<file path="src/rtl/meas_pkg.sv">
// Shared measurement types: threshold and delay code widths, sweep FSM states.
// No logic; consumed by ch_sweep_ctl, cmp_vote and the measure unit.
// Width constants here are the single source for all per-channel blocks.
package meas_pkg;

   localparam int THR_W   = 16;
   localparam int DCODE_W = 10;
   localparam int VCNT_W  = 4;   // vote counters, enough for up to 15 votes

   typedef logic [THR_W-1:0]   thr_code_t;
   typedef logic [DCODE_W-1:0] d_code_t;

   localparam thr_code_t THR_MAX = '1;

   typedef enum logic [2:0] {
      IDLE,
      LOAD_DAC,
      DAC_WAIT,
      VOTE,
      EVAL,
      EMIT
   } sweep_state_e;

   // A zero step would stall the search, so it is promoted to one.
   function automatic thr_code_t thr_step_nz(input thr_code_t d);
      return (d == '0) ? thr_code_t'(1) : d;
   endfunction

   function automatic d_code_t d_step_nz(input d_code_t d);
      return (d == '0) ? d_code_t'(1) : d;
   endfunction

endpackage

</file>
<file path="src/rtl/cmp_vote.sv">
// Comparator majority voter: synchronises cmp, samples SAMPLE_DLY cycles after each strobe.
// Latency: res_vld one cycle after the VOTES-th sample edge.
// No backpressure; dropping start discards any partial vote and open window.
module cmp_vote
   import meas_pkg::*;
#(
   parameter int SAMPLE_DLY = 4,
   parameter int VOTES      = 3
) (
   input  logic clk_i,
   input  logic rst_ni,
   input  logic start,
   input  logic stb_i,
   input  logic cmp_out_i,
   output logic res_vld,
   output logic res
);

   localparam int WIN_W = (SAMPLE_DLY < 2) ? 1 : $clog2(SAMPLE_DLY + 1);

   logic              cmp_s1;
   logic              cmp_s2;
   logic              win_open;
   logic [WIN_W-1:0]  win_cnt;
   logic [VCNT_W-1:0] vote_cnt;
   logic [VCNT_W-1:0] ones;
   logic [VCNT_W-1:0] ones_n;

   assign ones_n = ones + VCNT_W'(cmp_s2);

   // Two-flop synchroniser for the asynchronous comparator output.
   always_ff @(posedge clk_i) begin
      if (!rst_ni) begin
         cmp_s1 <= 1'b0;
         cmp_s2 <= 1'b0;
      end else begin
         cmp_s1 <= cmp_out_i;
         cmp_s2 <= cmp_s1;
      end
   end

   // Sample window per strobe (strobes inside an open window are ignored) and vote tally.
   always_ff @(posedge clk_i) begin
      if (!rst_ni || !start) begin
         win_open <= 1'b0;
         win_cnt  <= '0;
         vote_cnt <= '0;
         ones     <= '0;
         res_vld  <= 1'b0;
         res      <= 1'b0;
      end else begin
         res_vld <= 1'b0;
         if (win_open) begin
            if (win_cnt == WIN_W'(SAMPLE_DLY)) begin
               win_open <= 1'b0;
               if (vote_cnt == VCNT_W'(VOTES - 1)) begin
                  res_vld  <= 1'b1;
                  res      <= (ones_n > VCNT_W'(VOTES / 2));
                  vote_cnt <= '0;
                  ones     <= '0;
               end else begin
                  vote_cnt <= vote_cnt + VCNT_W'(1);
                  ones     <= ones_n;
               end
            end else begin
               win_cnt <= win_cnt + WIN_W'(1);
            end
         end else if (stb_i && !res_vld) begin
            win_open <= 1'b1;
            win_cnt  <= WIN_W'(1);
         end
      end
   end

endmodule

</file>
<file path="src/rtl/ch_sweep_ctl.sv">
// Equivalent-time sweep: per delay code, step the threshold until cmp flips, emit the point.
// Latency: one point per delay code; each decision costs DAC load + VOTES strobe windows.
// No backpressure on points (one-cycle pulse); DAC writes wait for threshold_rdy_i.
module ch_sweep_ctl
   import meas_pkg::*;
#(
   parameter thr_code_t THR_INIT   = 16'h8000,
   parameter d_code_t   D_CODE_MAX = 10'h3FF,
   parameter int        SAMPLE_DLY = 4,
   parameter int        VOTES      = 3
) (
   input  logic               clk_i,
   input  logic               rst_ni,
   input  logic               run_i,
   input  logic               abort_i,
   input  logic               stb_i,
   input  logic               cmp_out_i,
   input  logic [THR_W-1:0]   threshold_delta_i,
   input  logic [DCODE_W-1:0] d_code_delta_i,
   output logic [THR_W-1:0]   threshold_o,
   output logic               threshold_wre_o,
   input  logic               threshold_rdy_i,
   output logic [DCODE_W-1:0] d_code_o,
   output logic               busy_o,
   output logic               done_o,
   output logic               point_rdy_o,
   output logic [THR_W-1:0]   point_v_o,
   output logic [DCODE_W-1:0] point_t_o,
   output logic               point_sat_o
);

   sweep_state_e     state_q, state_d;
   thr_code_t        thr_q, thr_d, thr_step_q, thr_step_d;
   d_code_t          dcode_q, dcode_d, d_step_q, d_step_d;
   logic             first_q, first_d, ref_q, ref_d, dir_q, dir_d;
   logic             res_q, res_d, sat_q, sat_d, skip_q, skip_d, done_q, done_d;
   logic             wre, emit, vote_en, step_dir;
   logic             vote_vld, vote_res;
   logic [THR_W:0]   thr_up;
   logic [DCODE_W:0] d_next;

   cmp_vote #(
      .SAMPLE_DLY (SAMPLE_DLY),
      .VOTES      (VOTES)
   ) u_vote (
      .clk_i     (clk_i),
      .rst_ni    (rst_ni),
      .start     (vote_en),
      .stb_i     (stb_i),
      .cmp_out_i (cmp_out_i),
      .res_vld   (vote_vld),
      .res       (vote_res)
   );

   // Next-state, threshold search and point emission; abort overrides everything.
   always_comb begin
      state_d    = state_q;
      thr_d      = thr_q;
      dcode_d    = dcode_q;
      thr_step_d = thr_step_q;
      d_step_d   = d_step_q;
      first_d    = first_q;
      ref_d      = ref_q;
      dir_d      = dir_q;
      res_d      = res_q;
      sat_d      = sat_q;
      skip_d     = skip_q;
      done_d     = 1'b0;
      wre        = 1'b0;
      emit       = 1'b0;
      vote_en    = 1'b0;
      // On the first decision of a delay code the direction comes from the fresh result.
      step_dir   = first_q ? res_q : dir_q;
      thr_up     = {1'b0, thr_q} + {1'b0, thr_step_q};
      d_next     = {1'b0, dcode_q} + {1'b0, d_step_q};
      if (abort_i) begin
         state_d = IDLE;
      end else begin
         case (state_q)
            IDLE: begin
               if (run_i) begin
                  state_d    = LOAD_DAC;
                  thr_d      = THR_INIT;
                  dcode_d    = '0;
                  first_d    = 1'b1;
                  sat_d      = 1'b0;
                  thr_step_d = thr_step_nz(threshold_delta_i);
                  d_step_d   = d_step_nz(d_code_delta_i);
               end
            end
            LOAD_DAC: begin
               if (threshold_rdy_i) begin
                  wre     = 1'b1;
                  skip_d  = 1'b1;
                  state_d = DAC_WAIT;
               end
            end
            DAC_WAIT: begin
               // rdy may still read idle the cycle after wre; skip that cycle.
               if (skip_q) begin
                  skip_d = 1'b0;
               end else if (threshold_rdy_i) begin
                  state_d = VOTE;
               end
            end
            VOTE: begin
               vote_en = 1'b1;
               if (vote_vld) begin
                  res_d   = vote_res;
                  state_d = EVAL;
               end
            end
            EVAL: begin
               if (!first_q && (res_q != ref_q)) begin
                  sat_d   = 1'b0;
                  state_d = EMIT;
               end else begin
                  if (first_q) begin
                     ref_d   = res_q;
                     dir_d   = res_q;
                     first_d = 1'b0;
                  end
                  state_d = LOAD_DAC;
                  if (step_dir) begin
                     if (thr_up[THR_W]) begin
                        if (thr_q == THR_MAX) begin
                           sat_d   = 1'b1;
                           state_d = EMIT;
                        end else begin
                           thr_d = THR_MAX;
                        end
                     end else begin
                        thr_d = thr_up[THR_W-1:0];
                     end
                  end else begin
                     if (thr_step_q > thr_q) begin
                        if (thr_q == '0) begin
                           sat_d   = 1'b1;
                           state_d = EMIT;
                        end else begin
                           thr_d = '0;
                        end
                     end else begin
                        thr_d = thr_q - thr_step_q;
                     end
                  end
               end
            end
            EMIT: begin
               emit  = 1'b1;
               sat_d = 1'b0;
               if (d_next > {1'b0, D_CODE_MAX}) begin
                  done_d  = 1'b1;
                  state_d = IDLE;
               end else begin
                  // Threshold is kept so the next delay code starts near the edge.
                  dcode_d = d_next[DCODE_W-1:0];
                  first_d = 1'b1;
                  state_d = LOAD_DAC;
               end
            end
            default: state_d = IDLE;
         endcase
      end
   end

   // State and datapath registers.
   always_ff @(posedge clk_i) begin
      if (!rst_ni) begin
         state_q    <= IDLE;
         thr_q      <= THR_INIT;
         dcode_q    <= '0;
         thr_step_q <= '0;
         d_step_q   <= '0;
         first_q    <= 1'b0;
         ref_q      <= 1'b0;
         dir_q      <= 1'b0;
         res_q      <= 1'b0;
         sat_q      <= 1'b0;
         skip_q     <= 1'b0;
         done_q     <= 1'b0;
      end else begin
         state_q    <= state_d;
         thr_q      <= thr_d;
         dcode_q    <= dcode_d;
         thr_step_q <= thr_step_d;
         d_step_q   <= d_step_d;
         first_q    <= first_d;
         ref_q      <= ref_d;
         dir_q      <= dir_d;
         res_q      <= res_d;
         sat_q      <= sat_d;
         skip_q     <= skip_d;
         done_q     <= done_d;
      end
   end

   assign threshold_o     = thr_q;
   assign threshold_wre_o = wre;
   assign d_code_o        = dcode_q;
   assign busy_o          = (state_q != IDLE);
   assign done_o          = done_q;
   assign point_rdy_o     = emit;
   assign point_v_o       = emit ? thr_q : '0;
   assign point_t_o       = emit ? dcode_q : '0;
   assign point_sat_o     = emit & sat_q;

endmodule

</file>
<file path="config.mk">
export PLATFORM = sky130hd
export DESIGN_NAME = ch_sweep_ctl
export DESIGN_NICKNAME = d
export VERILOG_FILES = /design/src/rtl/meas_pkg.sv /design/src/rtl/cmp_vote.sv /design/src/rtl/ch_sweep_ctl.sv
export SDC_FILE = /design/constraint.sdc
export NUM_CORES = 1
export LEC_CHECK = 0
export BUFFER_PORTS_ARGS = -buffer_cell sky130_fd_sc_hd__buf_2
export CAP_MARGIN = 10
export CORE_MARGIN = 8
export CORE_UTILIZATION = 62
export CTS_CLUSTER_DIAMETER = 120
export DETAILED_ROUTE_END_ITERATION = 6
export GPL_TIMING_DRIVEN = 0
export HOLD_SLACK_MARGIN = 0.12
export PLACE_DENSITY_LB_ADDON = 0.2
export SLEW_MARGIN = 20
export SYNTH_ARGS = -nofsm -noshare
export SYNTH_HDL_FRONTEND = slang
export SYNTH_SLANG_ARGS = --single-unit
</file>
<file path="constraint.sdc">
create_clock -name clk_i -period 7.23 [get_ports clk_i]
set_input_delay 0.3615 -clock clk_i [delete_from_list [all_inputs] [get_ports clk_i]]
set_output_delay 0.3615 -clock clk_i [all_outputs]
set_load 0.01 [all_outputs]
</file>
After elaboration in Yosys (flattened, before gate mapping)
Index checks and enable logic that the tools add are counted.

Word-level logic and storage cells: 152. Input port bits: 33. Output and inout bits: 57. Register bits after elaboration: 78.

Bitwise operators: 7. Equality and inequality tests: 23. $add $sub $neg: 6. Reductions and logical operators: 33. Muxes and demuxes: 60. Order comparisons: 3.

Operators with widths (count): 16-bit two-way mux (9); 3-bit two-way mux (14); 10-bit two-way mux (4); 16-bit zero test (2); 16-bit case mux with 2 select lines (1); 1-bit two-way mux (25); 4-bit inequality test (second input constant) (6); 10-bit case mux with 2 select lines (1); 3-bit case mux with 6 select lines (1); 16-bit by 16-bit adder with 17-bit output (1); 16-bit == test (second input constant) (1); 16-bit > comparator (1); 16-bit subtractor (1); 3-bit AND reduction (5); 2-bit inequality test (second input constant) (7); 10-bit by 10-bit adder with 11-bit output (1); 11-bit by 10-bit > comparator with 1-bit output (second input constant) (1); 10-bit zero test (1); 5-bit AND reduction (2); 3-bit == test (second input constant) (3); 4-bit two-way mux (2); 4-bit AND reduction (2); 2-bit nonzero test (4); 7-bit AND reduction (1); other kinds (22) (36).

Depth between registers and ports, before layout
Depth in word-level cells: 6. Depth in mapped cells: 14. Mapped depth without buffers: 12.

Hierarchy
A second synthesis with hierarchy kept.

Cell total of the unflattened synthesis: 741. Area, all modules: 5610.4 µm².

Modules (own cells, without submodules): ch_sweep_ctl (instances 1, seq. area each 1241.2 µm², cells an instance 660, area an instance 4859.7 µm²); cmp_vote (instances 1, seq. area each 320.3 µm², cells an instance 81, area an instance 750.7 µm²).

Worst setup path before layout
Ideal clock, no wire load.

Path kind: register -> register. Start: register dcode_q[0], in the netlist d_code_o[0]. End: register dcode_q[0], in the netlist d_code_o[0]. Cell stages (with the launch flop): 11. Required time: 7.113 ns. Setup slack: 4.213 ns. Setup time: 0.117 ns. Period minus slack after synthesis: 3.017 ns. Path buffers: 0. Arrival: 2.901 ns. Cell sequence: dfxtp_1 ha_1 fa_1 a21o_1 a21oi_1 o21bai_1 a2111o_1 a31o_2 a2111oi_4 nor3_1 a22o_1.

Longest elaborated chain between the ends: 4. Elaborated cells on any way between the ends: 6. Those cells by class: add/sub (1); order compare (1); eq/ne (1); mux (2); reduce/logical (1).

RTL lines: from (decl) (RTL line ch_sweep_ctl.sv:34) `d_code_t dcode_q, dcode_d, d_step_q, d_step_d;`; from (signal assigned) (RTL line ch_sweep_ctl.sv:185) `dcode_q <= dcode_d;`; 10-bit by 10-bit adder with 11-bit output * (RTL line ch_sweep_ctl.sv:75) `d_next = {1'b0, dcode_q} + {1'b0, d_step_q};`; 11-bit by 10-bit > comparator with 1-bit output (RTL line ch_sweep_ctl.sv:152) `if (d_next > {1'b0, D_CODE_MAX}) begin`; 2-bit inequality test (no line); 4-bit AND reduction (no line).

Mark *: on every way between the ends. The rest lies on a longest branch, timed or not. The select of a mux whose other input is x is not followed. A chain may end at the register's enable or synchronous reset.

Final worst setup path
Start: register thr_q[0], in the netlist threshold_o[0]. End: register thr_q[9], in the netlist threshold_o[9].

Longest elaborated chain between the ends: 5. Elaborated cells on any way between the ends: 13. Those cells by class: add/sub (2); order compare (1); eq/ne (3); mux (5); reduce/logical (2).

RTL lines: from (decl) (RTL line ch_sweep_ctl.sv:33) `thr_code_t thr_q, thr_d, thr_step_q, thr_step_d;`; from (signal assigned) (RTL line ch_sweep_ctl.sv:184) `thr_q <= thr_d;`; 16-bit subtractor, or another cell as far along (RTL line ch_sweep_ctl.sv:144) `thr_d = thr_q - thr_step_q;`; 16-bit two-way mux, on equally long branches (RTL line ch_sweep_ctl.sv:136, ch_sweep_ctl.sv:125); 16-bit two-way mux (RTL line ch_sweep_ctl.sv:124) `if (step_dir) begin`; 16-bit two-way mux (RTL line ch_sweep_ctl.sv:114) `if (!first_q && (res_q != ref_q)) begin`; 16-bit case mux with 2 select lines (RTL line ch_sweep_ctl.sv:79) `case (state_q)`.

Several ways; a longest one is shown, not always the timed one. The select of a mux whose other input is x is not followed.

==> results.md <==
* Crit path capture: threshold_o[9]
* Largest net degree at the start of global routing at 16
* Synth top area cells: dfxtp_1 (28%), ha_1 (10%), a21oi_1 (8.5%), nand2_1 (6.3%), and2_1 (3.3%)
* H-Tree Depth at 3
* Unique cell type count in the Yosys netlist at 62
* Mapped Nets at 812
* Clock Tree Root: clkbuf_8
* Most common cell in the netlist: a21oi_1
* Count of pins over their slew limit at 0
* Worst vdd ir at ~0.17 mV
* Max Cap Viol at 0
* RSZ-0062 raised after global routing: false
* Count of input and output buffers at 88
* Setup TNS at 0 ns
* Fin cells at ~940
* Die ar. at approximately 12,000 µm²
* Final setup viols at 0
* CP Capture Type: register
* CTS resizes at 0
* Gp weighted congestion at 0.926
* DRT met1 WL at 7040 µm
* Crit start category: register
* First-pass DRT Iterations at 5
* NumNets Final at 911
* Initial Util at between 60 and 70%
* FFs w/ async S/R, synth at 0%
* Hold buffers post-CTS at 0
* All-layer global routing usage at 27.1%
* Longest Clk Path Bufs at 2
* Synth Flop Type: dfxtp_1
* Worst skew pair latency at ~0.36 ns
* Max Used Layer: met4
* CTS tree: built
* DRT Wirelength at 17,300 µm
* Synth Instances at 730
* Worst slew pin tran at 1.00 ns
* GRT overflow at 0
* FF-to-FF Start: threshold_o[0]
* Met2 wire len at about 8600 µm
* Worst path arrival time at about 4 ns
* Static Leak at 2.73 nW
* Number of global-route vias before repair at 5,754
* Yosys warnings at 0
* Fmax at about 0.27 GHz
* Minimum clock period at between 3 and 4 ns
* Synthesized cell area at ~5600 µm²
* Power density cells at 147 nW/µm²
* Register area share after synthesis at ~28%
* Outcome: complete, no violations
* Min-Delay Path Class: in2reg
* Final hold viol count at 0
* EDFF count, synth at 0
* Worst R2R Path Depth at 12
* Share of cells above drive strength 1 at 14.5%
* Drt initial violations at between 500 and 600
* Row count at 34
* Crit Path Max Fanout at 10
* Cell taking the most area after synthesis: dfxtp_1
* Met3 WL post-DR at roughly 1100 µm
* # IOs at 90
* Layout area overhead at 13.6%
* Via density at about 6.3
* Hold slack final at roughly 0.21 ns
* DRC violation count after routing at 0
* Ant. Diodes at 0
* Setup Fix Bufs, Post-CTS at 0
* Core ar. at 8720 µm²
* Wire length per cell at about 18 µm
* Remaining antenna violation count after routing at 0
* #FFs+latches synth at ~80
* Clk_skew at approximately 0.012 ns
* Rel. slew slack at ~31%
* Area share of the largest cell type after synthesis at 28.1%
* Worst Setup Path Type: reg2reg
* CTS Buf Count at 9
* Placed cells at between 900 and 1,000
* Worst-path clk slew at about 0.090 ns
* Crit path launch: threshold_o[0]
* Initial antenna violation count at 0
* Global-route wire length before repair at around 28,000 µm
* Commonest cells post-synth: a21oi_1 (94), nand2_1 (93), dfxtp_1 (78)
* Clk sinks at between 70 and 80
* Die H at ~110 µm
* Fin crit share at around half
* Via count at 5,918
* Die width at around 110 µm
* Hpwl dp at around 13,000 µm
* Average cell area after synthesis at about 7.6 µm²
* R2r endpoint: threshold_o[9]
* R2r setup slk at roughly 3.6 ns
* WP data required at roughly 7.5 ns
[state kept, by name, summed over array words and instances, names as in the netlist, 3 cells and up]
signal and flops:
threshold_o 16, d_step_q 10, u_vote.vote_cnt 4, u_vote.win_cnt 3
d_code_o 10, state_q 3, thr_step_q 16, u_vote.ones 4
[critical path, cell delays in order (launching register included)]
cell and delay (ns):
dfxtp_1 0.40, ha_1 0.24, inv_1 0.07, fa_1 0.22
o21bai_1 0.10, o2111ai_1 0.34, a311oi_1 0.24, o31ai_4 0.56
o211ai_2 0.21, o31ai_1 0.47, buf_2 0.35, o2111ai_1 0.18
a21oi_1 0.21
[logic make-up after synthesis]
family | count (synthesis) | share of synthesized area (%)
XOR/XNOR | 22 | 3.47
AO/OA/AOI/OAI | 234 | 27.8
multiplexers | 3 | 0.563
flip-flops | 78 | 28.1
AND/OR/NAND/NOR | 264 | 22.8
adder cells (fa/ha/maj) | 49 | 11.4
buffers and inverters | 80 | 5.75
[routing by layer]
metal,GRT usage [%],vias to the layer above
met2,47.3,276
met3,4.38,48
li1,-,2841
met4,12.3,0
met5,0,-
met1,31.7,2753
[power breakdown]
| group | switching [W] | internal, W | leakage (nW) |
|---|---|---|---|
| clock network | 0.000183 | 0.000128 | 0.0866 |
| logic | 0.000105 | 0.0000622 | 2.01 |
| registers | 0.00000737 | 0.000439 | 0.632 |
[layout by cell type (no fill, tap or decap), drive strengths merged, types with 13 or more instances in the layout]
| cell type | netlist | layout |
|---|---|---|
| inv | 39 | 42 |
| dfxtp | 78 | 78 |
| nand2 | 93 | 93 |
| a21oi | 94 | 94 |
| xnor2 | 13 | 13 |
| clkbuf | 32 | 41 |
| nor2 | 48 | 48 |
| buf | 8 | 96 |
| nor3 | 19 | 19 |
| o21ai | 33 | 33 |
| nand2b | 13 | 13 |
| and2 | 29 | 29 |
| nand3 | 17 | 17 |
| ha | 46 | 46 |
[area by class of cell]
| class | instances | area [µm²] |
|---|---|---|
| Buffer | 40 | 169 |
| Clock buffer | 9 | 124 |
| Clock inverter | 7 | 55.1 |
| Fill cell | 732 | 2410 |
| Inverter | 40 | 150 |
| Multi-Input combinational cell | 572 | 3670 |
| Sequential cell | 78 | 1560 |
| Tap cell | 108 | 135 |
| Timing Repair Buffer | 88 | 440 |
[stage by stage]
step / total power, W / worst slack (ns) / util, % / area, µm²
final: 0.000925 / 3.58 / 72.3 / 6310
after global routing: 0.000960 / 3.38 / 72.3 / 6310
after CTS: 0.000918 / 3.64 / 72.3 / 6310
after detailed placement: 0.000617 / 3.69 / 70.3 / 6130
after global placement: 0.000613 / 3.72 / 70.3 / 6130
after floorplan: 0.000568 / 4.21 / - / 5550
[worst min-delay path by stage]
stage,from,end,slack (ns),depth (start not counted)
2_1_floorplan,u_vote.cmp_s1,u_vote.cmp_s2,0.41,1
3_3_place_gp,u_vote.cmp_s1,u_vote.cmp_s2,0.42,1
3_5_place_dp,u_vote.cmp_s1,u_vote.cmp_s2,0.44,1
4_1_cts,cmp_out_i,u_vote.cmp_s1,0.20,2
5_1_grt,cmp_out_i,u_vote.cmp_s1,0.20,2
6_report,cmp_out_i,u_vote.cmp_s1,0.21,2
Note: power is estimated with default switching activity, not from simulation.
